`config.mk`:
```
export PLATFORM = sky130hd
export DESIGN_NAME = uart_receiver
export DESIGN_NICKNAME = d
export VERILOG_FILES = /design/src/rtl/uart_receiver.sv
export SDC_FILE = /design/constraint.sdc
export NUM_CORES = 1
export LEC_CHECK = 0
export ABC_AREA = 1
export ABC_CLOCK_PERIOD_IN_PS = 1500
export BUFFER_PORTS_ARGS = -buffer_cell sky130_fd_sc_hd__buf_4
export CORE_ASPECT_RATIO = 0.75
export CORE_MARGIN = 3
export CORE_UTILIZATION = 30
export DETAILED_ROUTE_END_ITERATION = 7
export PLACE_DENSITY = 0.49
export SYNTH_ARGS = -nofsm -noshare
export SYNTH_HDL_FRONTEND = slang
export SYNTH_SLANG_ARGS = --single-unit
export TNS_END_PERCENT = 100
```
`constraint.sdc`:
```
create_clock -name clk -period 1.5 [get_ports clk]
set_input_delay 0 -clock clk [delete_from_list [all_inputs] [get_ports clk]]
set_output_delay 0 -clock clk [all_outputs]
set_load 0.01 [all_outputs]
```
`src/rtl/uart_receiver.sv`:
```
// UART receiver: 2-flop synchronized rx, per-frame latched configuration,
// mid-bit sampling, parity/framing/break detection and an rxValid/rxAck handshake with overrun.
module uart_receiver #(
  parameter int CLOCK_DIVISOR_WIDTH = 24
) (
  input  logic                           clk,
  input  logic                           rst_n,
  input  logic                           rx,
  input  logic [1:0]                     dataBits,
  input  logic                           hasParity,
  input  logic [1:0]                     parityMode,
  input  logic                           extraStopBit,
  input  logic [CLOCK_DIVISOR_WIDTH-1:0] clockDivisor,
  output logic [7:0]                     dataOut,
  output logic                           rxValid,
  input  logic                           rxAck,
  output logic                           parityError,
  output logic                           framingError,
  output logic                           breakDetect,
  output logic                           overrun
);

  typedef enum logic [2:0] {
    IDLE,
    START,
    DATA,
    PARITY,
    STOP1,
    STOP2,
    WAIT_IDLE
  } state_t;

  state_t state, nextState;

  logic                           rxMeta, rxs;
  logic [CLOCK_DIVISOR_WIDTH-1:0] cnt;
  logic [CLOCK_DIVISOR_WIDTH-1:0] latDiv;
  logic [CLOCK_DIVISOR_WIDTH-1:0] halfDiv;
  logic [1:0]                     latBits;
  logic                           latHasPar;
  logic [1:0]                     latParMode;
  logic                           latExtraStop;
  logic [2:0]                     bitIdx;
  logic [7:0]                     shiftData;
  logic                           parErrAcc, frmErrAcc, brkAcc;
  logic                           sampleTick, complete, expPar;
  logic                           frameFrm, frameBrk;

  assign halfDiv = latDiv >> 1;

  always_ff @(posedge clk) begin
    if (!rst_n) begin
      rxMeta <= 1'b1;
      rxs    <= 1'b1;
    end else begin
      rxMeta <= rx;
      rxs    <= rxMeta;
    end
  end

  always_ff @(posedge clk) begin
    if (!rst_n) state <= IDLE;
    else        state <= nextState;
  end

  always_comb begin
    case (latParMode)
      2'b10:   expPar = ^shiftData;
      2'b01:   expPar = ~^shiftData;
      2'b11:   expPar = 1'b1;
      default: expPar = 1'b0;
    endcase
  end

  // Stop-bit samples fold the current rxs into the accumulated flags so completion sees them.
  always_comb begin
    nextState  = state;
    sampleTick = 1'b0;
    complete   = 1'b0;
    frameFrm   = frmErrAcc | ~rxs;
    frameBrk   = brkAcc;
    case (state)
      IDLE: if (!rxs) nextState = START;
      START:
        if (cnt == halfDiv) begin
          sampleTick = 1'b1;
          nextState  = rxs ? IDLE : DATA;
        end
      DATA:
        if (cnt == latDiv) begin
          sampleTick = 1'b1;
          if (bitIdx == ({1'b0, latBits} + 3'd4))
            nextState = latHasPar ? PARITY : STOP1;
        end
      PARITY:
        if (cnt == latDiv) begin
          sampleTick = 1'b1;
          nextState  = STOP1;
        end
      STOP1:
        if (cnt == latDiv) begin
          sampleTick = 1'b1;
          frameBrk   = brkAcc & ~rxs;
          if (latExtraStop) begin
            nextState = STOP2;
          end else begin
            complete  = 1'b1;
            nextState = frameFrm ? WAIT_IDLE : IDLE;
          end
        end
      STOP2:
        if (cnt == latDiv) begin
          sampleTick = 1'b1;
          complete   = 1'b1;
          nextState  = frameFrm ? WAIT_IDLE : IDLE;
        end
      WAIT_IDLE: if (rxs) nextState = IDLE;
      default: nextState = IDLE;
    endcase
  end

  always_ff @(posedge clk) begin
    if (!rst_n) begin
      cnt          <= '0;
      latDiv       <= '0;
      latBits      <= 2'b00;
      latHasPar    <= 1'b0;
      latParMode   <= 2'b00;
      latExtraStop <= 1'b0;
      bitIdx       <= 3'd0;
      shiftData    <= 8'h00;
      parErrAcc    <= 1'b0;
      frmErrAcc    <= 1'b0;
      brkAcc       <= 1'b0;
    end else begin
      if (state == IDLE || state == WAIT_IDLE || sampleTick) cnt <= '0;
      else                                                   cnt <= cnt + 1'b1;

      if (state == IDLE && !rxs) begin
        latDiv       <= clockDivisor;
        latBits      <= dataBits;
        latHasPar    <= hasParity;
        latParMode   <= parityMode;
        latExtraStop <= extraStopBit;
        bitIdx       <= 3'd0;
        shiftData    <= 8'h00;
        parErrAcc    <= 1'b0;
        frmErrAcc    <= 1'b0;
        brkAcc       <= 1'b1;
      end

      if (sampleTick) begin
        case (state)
          DATA: begin
            shiftData[bitIdx] <= rxs;
            bitIdx            <= bitIdx + 3'd1;
            brkAcc            <= brkAcc & ~rxs;
          end
          PARITY: begin
            parErrAcc <= rxs ^ expPar;
            brkAcc    <= brkAcc & ~rxs;
          end
          STOP1: begin
            frmErrAcc <= frmErrAcc | ~rxs;
            brkAcc    <= brkAcc & ~rxs;
          end
          STOP2: frmErrAcc <= frmErrAcc | ~rxs;
          default: ;
        endcase
      end
    end
  end

  // A completion always wins over an acknowledge; overrun only when the old word was never taken.
  always_ff @(posedge clk) begin
    if (!rst_n) begin
      dataOut      <= 8'h00;
      rxValid      <= 1'b0;
      parityError  <= 1'b0;
      framingError <= 1'b0;
      breakDetect  <= 1'b0;
      overrun      <= 1'b0;
    end else if (complete) begin
      dataOut      <= shiftData;
      parityError  <= parErrAcc;
      framingError <= frameFrm;
      breakDetect  <= frameBrk;
      rxValid      <= 1'b1;
      overrun      <= rxValid & ~rxAck;
    end else if (rxValid && rxAck) begin
      rxValid <= 1'b0;
      overrun <= 1'b0;
    end
  end

endmodule

```
==> out/results.tsv <==
stage	metric	value	unit
status	outcome	finished with violations	
routing	TritonRoute pass-1 iters	5	
status	failing checks	setup timing	
placed_design	dpl hpwl	11290	um
die	chip width	152.6	um
run	Max Cap Viol	0	
synthesis	Syn Std Cell Area	4835	um2
synthesis	cell count after synthesis	771	
routing	vias after detailed routing	5296	
timing	endpoints failing hold	0	
timing	RSZ-0062 raised after global routing	true	
clock_network	CTS Sinks	86	
routing	post-route ant nets	0	
synthesis	cell taking the most area after synthesis	dfxtp_1	
worst_setup_path	critical path start-end classification	reg2reg	
worst_setup_path	slowest stage delay, CP	0.33	ns
worst_setup_path	Slowest-stage cell, CP	dfxtp_2	
worst_setup_path	Worst EP required	1.79	ns
timing	clock skew	0.006654	ns
clock_network	CTS tree	built	
synthesis	Post-synth EDFFs	0	
synthesis	#FFs+latches synth	86	
global_route	vias in the first global route	4861	
clock_network	Clock Tree Root	clkbuf_16	
die	Die ar.	17690	um2
clock_network	H-tree lvl count	3	
clock_network	worst skew pair latency	0.35	ns
routing	1st-iter DRT viols	295	
synthesis	main area contributors after synthesis	dfxtp_1 36%, nand2_1 19%, nor2_1 6.8%	
synthesis	Synth top area share	35.61	%
cells_and_area	fraction of layout cells with a size suffix above 1	35.34	%
die	# rows	39	
cells_and_area	antenna cells	0	
timing	setup ws final	-0.1812	ns
die	Die Span Y	115.9	um
global_route	initial antenna violation count	0	
cells_and_area	final instance area	7478	um2
cells_and_area	multi-input logic area	2942	um2
die	Core Region	15520	um2
global_route	Total GRT Usage	17.79	%
worst_setup_path	CP top delay family	simple AND/OR/NAND/NOR gates	
worst_setup_path	CP endpoint kind	register	
timing	period utilisation layout	112.1	%
synthesis	top-count cell post-synth	nand2_1	
global_route	GR Overflow Total	0	
worst_setup_path	CP Cell Sequence	buf_6 -> xor2_1 -> nor2_2 -> nand2_2 -> nor2_4 -> nand3_4 -> nor2_4 -> buf_6 -> o21ai_2 -> nor2_1	
cells_and_area	filler cell count	1599	
routing	DRC	0	
global_route	largest net degree at the start of global routing	30	
synthesis	ys async rst share	0	%
timing	Period minus WS final	1.681	ns
power_and_ir_drop	Lkg Pwr	3.370	nW
timing	headroom to the max-slew limit	75.47	%
placed_design	number of port buffers	46	
cells_and_area	Final #Nets	1014	
worst_setup_path	Bufs and invs on worst path	2	
synthesis	Syn Nets	807	
die	Top Ports	47	
synthesis	syn avg cell area	6.271	um2
worst_setup_path	startpoint type of the worst setup path	register	
worst_hold_path	Worst Hold Class	in2reg	
placed_design	Area after DPL	6330	um2
synthesis	top_reg_cell synth	dfxtp_1	
placed_design	GPL Wtd Cong	0.8650	
synthesis	most frequent cells after synthesis	250 x nand2_1, 88 x nor2_1, 86 x dfxtp_1	
cells_and_area	area grow syn2layout	54.68	%
timing	Worst-Margin Slew	0.3672	ns
synthesis	part of the Yosys area used for sequential elements	35.61	%
routing	routed len/inst	12.95	um
timing	Max Transition Viols Final	0	
die	Initial Utilization	31.16	%
timing	final setup fails	54	
cells_and_area	Final Util	48.19	%
routing	Via-to-Cell Ratio	4.462	
cells_and_area	register area	1792	um2
clock_network	Max clock buf depth	2	
power_and_ir_drop	PD cells	1105	nW/um2
power_and_ir_drop	VDD IR max	0.0005070	V
routing	Post-Route WL	15380	um
synthesis	post-synthesis cell type count	31	
clock_network	Worst-path clk slew	0.06	ns
timing	f_max	0.5948	GHz
clock_network	CTS Buf Count	9	
worst_setup_path	critical-path maximum fanout	5	
worst_setup_path	crit path DAT	1.97	ns
global_route	first-pass GRT wire length	25230	um
synthesis	Synth warnings	0	
power by group:
part	switching [mW]	internal (mW)
Sequential	0.186	2.49
Clock	0.938	1.38
Combinational	1.81	1.46
worst register-to-register path, stage by stage (launching register included):
cell	delay [ns]
dfxtp_2	0.33
buf_6	0.11
xor2_1	0.14
nor2_2	0.10
nand2_2	0.08
nor2_4	0.16
nand3_4	0.12
nor2_4	0.24
buf_6	0.17
o21ai_2	0.06
nor2_1	0.11
per-layer routing:
layer  part of all wire (%)  GRT usage (%)  vias to the layer above  routed length [um]
li1                       -              -                     2845                   -
met1                     56          28.28                     2339                8672
met2                     38          24.18                      104                5822
met3                    4.9          4.255                        8                 760
met4                   0.79          3.027                        0                 121
met5                      0              0                        -                   0
placed cells by master (no fill, tap or decap), types with 4 or more instances in the layout:
cell type / instances
nor2_1: 75
dfxtp_4: 7
nand4_1: 10
inv_2: 21
dfxtp_1: 44
nand2_1: 225
nand2_2: 25
o21ai_2: 8
xor2_1: 25
inv_1: 73
buf_4: 170
nand3_1: 24
xnor2_1: 4
nand2_4: 5
buf_12: 4
a21oi_1: 51
dfxtp_2: 35
nor2_4: 12
o21ai_0: 44
buf_6: 13
clkbuf_16: 9
o21ai_1: 12
nor2_2: 9
dlygate4sd3_1: 32
a21oi_2: 6
sequential cells by signal, summed over array words and instances, names as in the netlist, 2 cells and up:
name / flops
bitIdx: 3
shiftData: 8
latDiv: 24
cnt: 24
state: 3
dataOut: 8
latBits: 2
latParMode: 2
final timing paths:
path,slack [ns],to,depth (start not counted),from
setup reg to reg,-0.18,dataOut[4]$_SDFFE_PN0P_,10,cnt[17]$_SDFF_PP0_
hold / removal,0.06,latDiv[18]$_SDFFE_PN0P_,4,clockDivisor[18]
setup / recovery,-0.18,dataOut[4]$_SDFFE_PN0P_,10,cnt[17]$_SDFF_PP0_
hold reg to reg,0.41,rxs$_SDFF_PN1_,1,rxMeta$_SDFF_PN1_
layout make-up:
cell class	instances	share of cell area [%]
Multi-Input combinational cell	565	39.33
Clock buffer	14	3.530
Timing Repair Buffer	219	24.38
Tap cell	205	3.430
Clock inverter	1	0.4015
Sequential cell	86	23.96
Inverter	97	4.969
cell families after synthesis:
group	count (synthesis)	synth area share, %
simple gates	408	35.35
compound gates	125	13.22
buf+inv	121	10.04
flops	86	35.61
xor+xnor	29	5.254
fa+ha+maj	2	0.5175
repair_timing:
item / 4_1_cts / 5_1_grt
buffers inserted: 10 / 5
hold buffers: 32 / 0
endpoints found under the setup margin: 65 / 64
resized for setup: 97 / 63
hold endpoints to repair: 34 / 0
pin swaps: 19 / 25
cloned: 1 / 1
metrics by stage:
step | TNS (ns) | instances | worst slack [ns] | total power [mW] | hold WS [ns]
final | -6.623 | 1187 | -0.1812 | 8.265 | 0.06386
after global routing | -13.98 | 1187 | -0.3251 | 8.790 | 0.09108
after detailed placement | -10.73 | 1123 | -0.2241 | 5.304 | 0.2004
after CTS | -6.407 | 1181 | -0.1672 | 8.030 | 0.05887
after floorplan | -0.01440 | 771 | -0.01339 | 4.190 | 0.1066
after global placement | -10.35 | 1123 | -0.2129 | 5.317 | 0.2054
No activity file was read; power rests on OpenSTA's default activity.
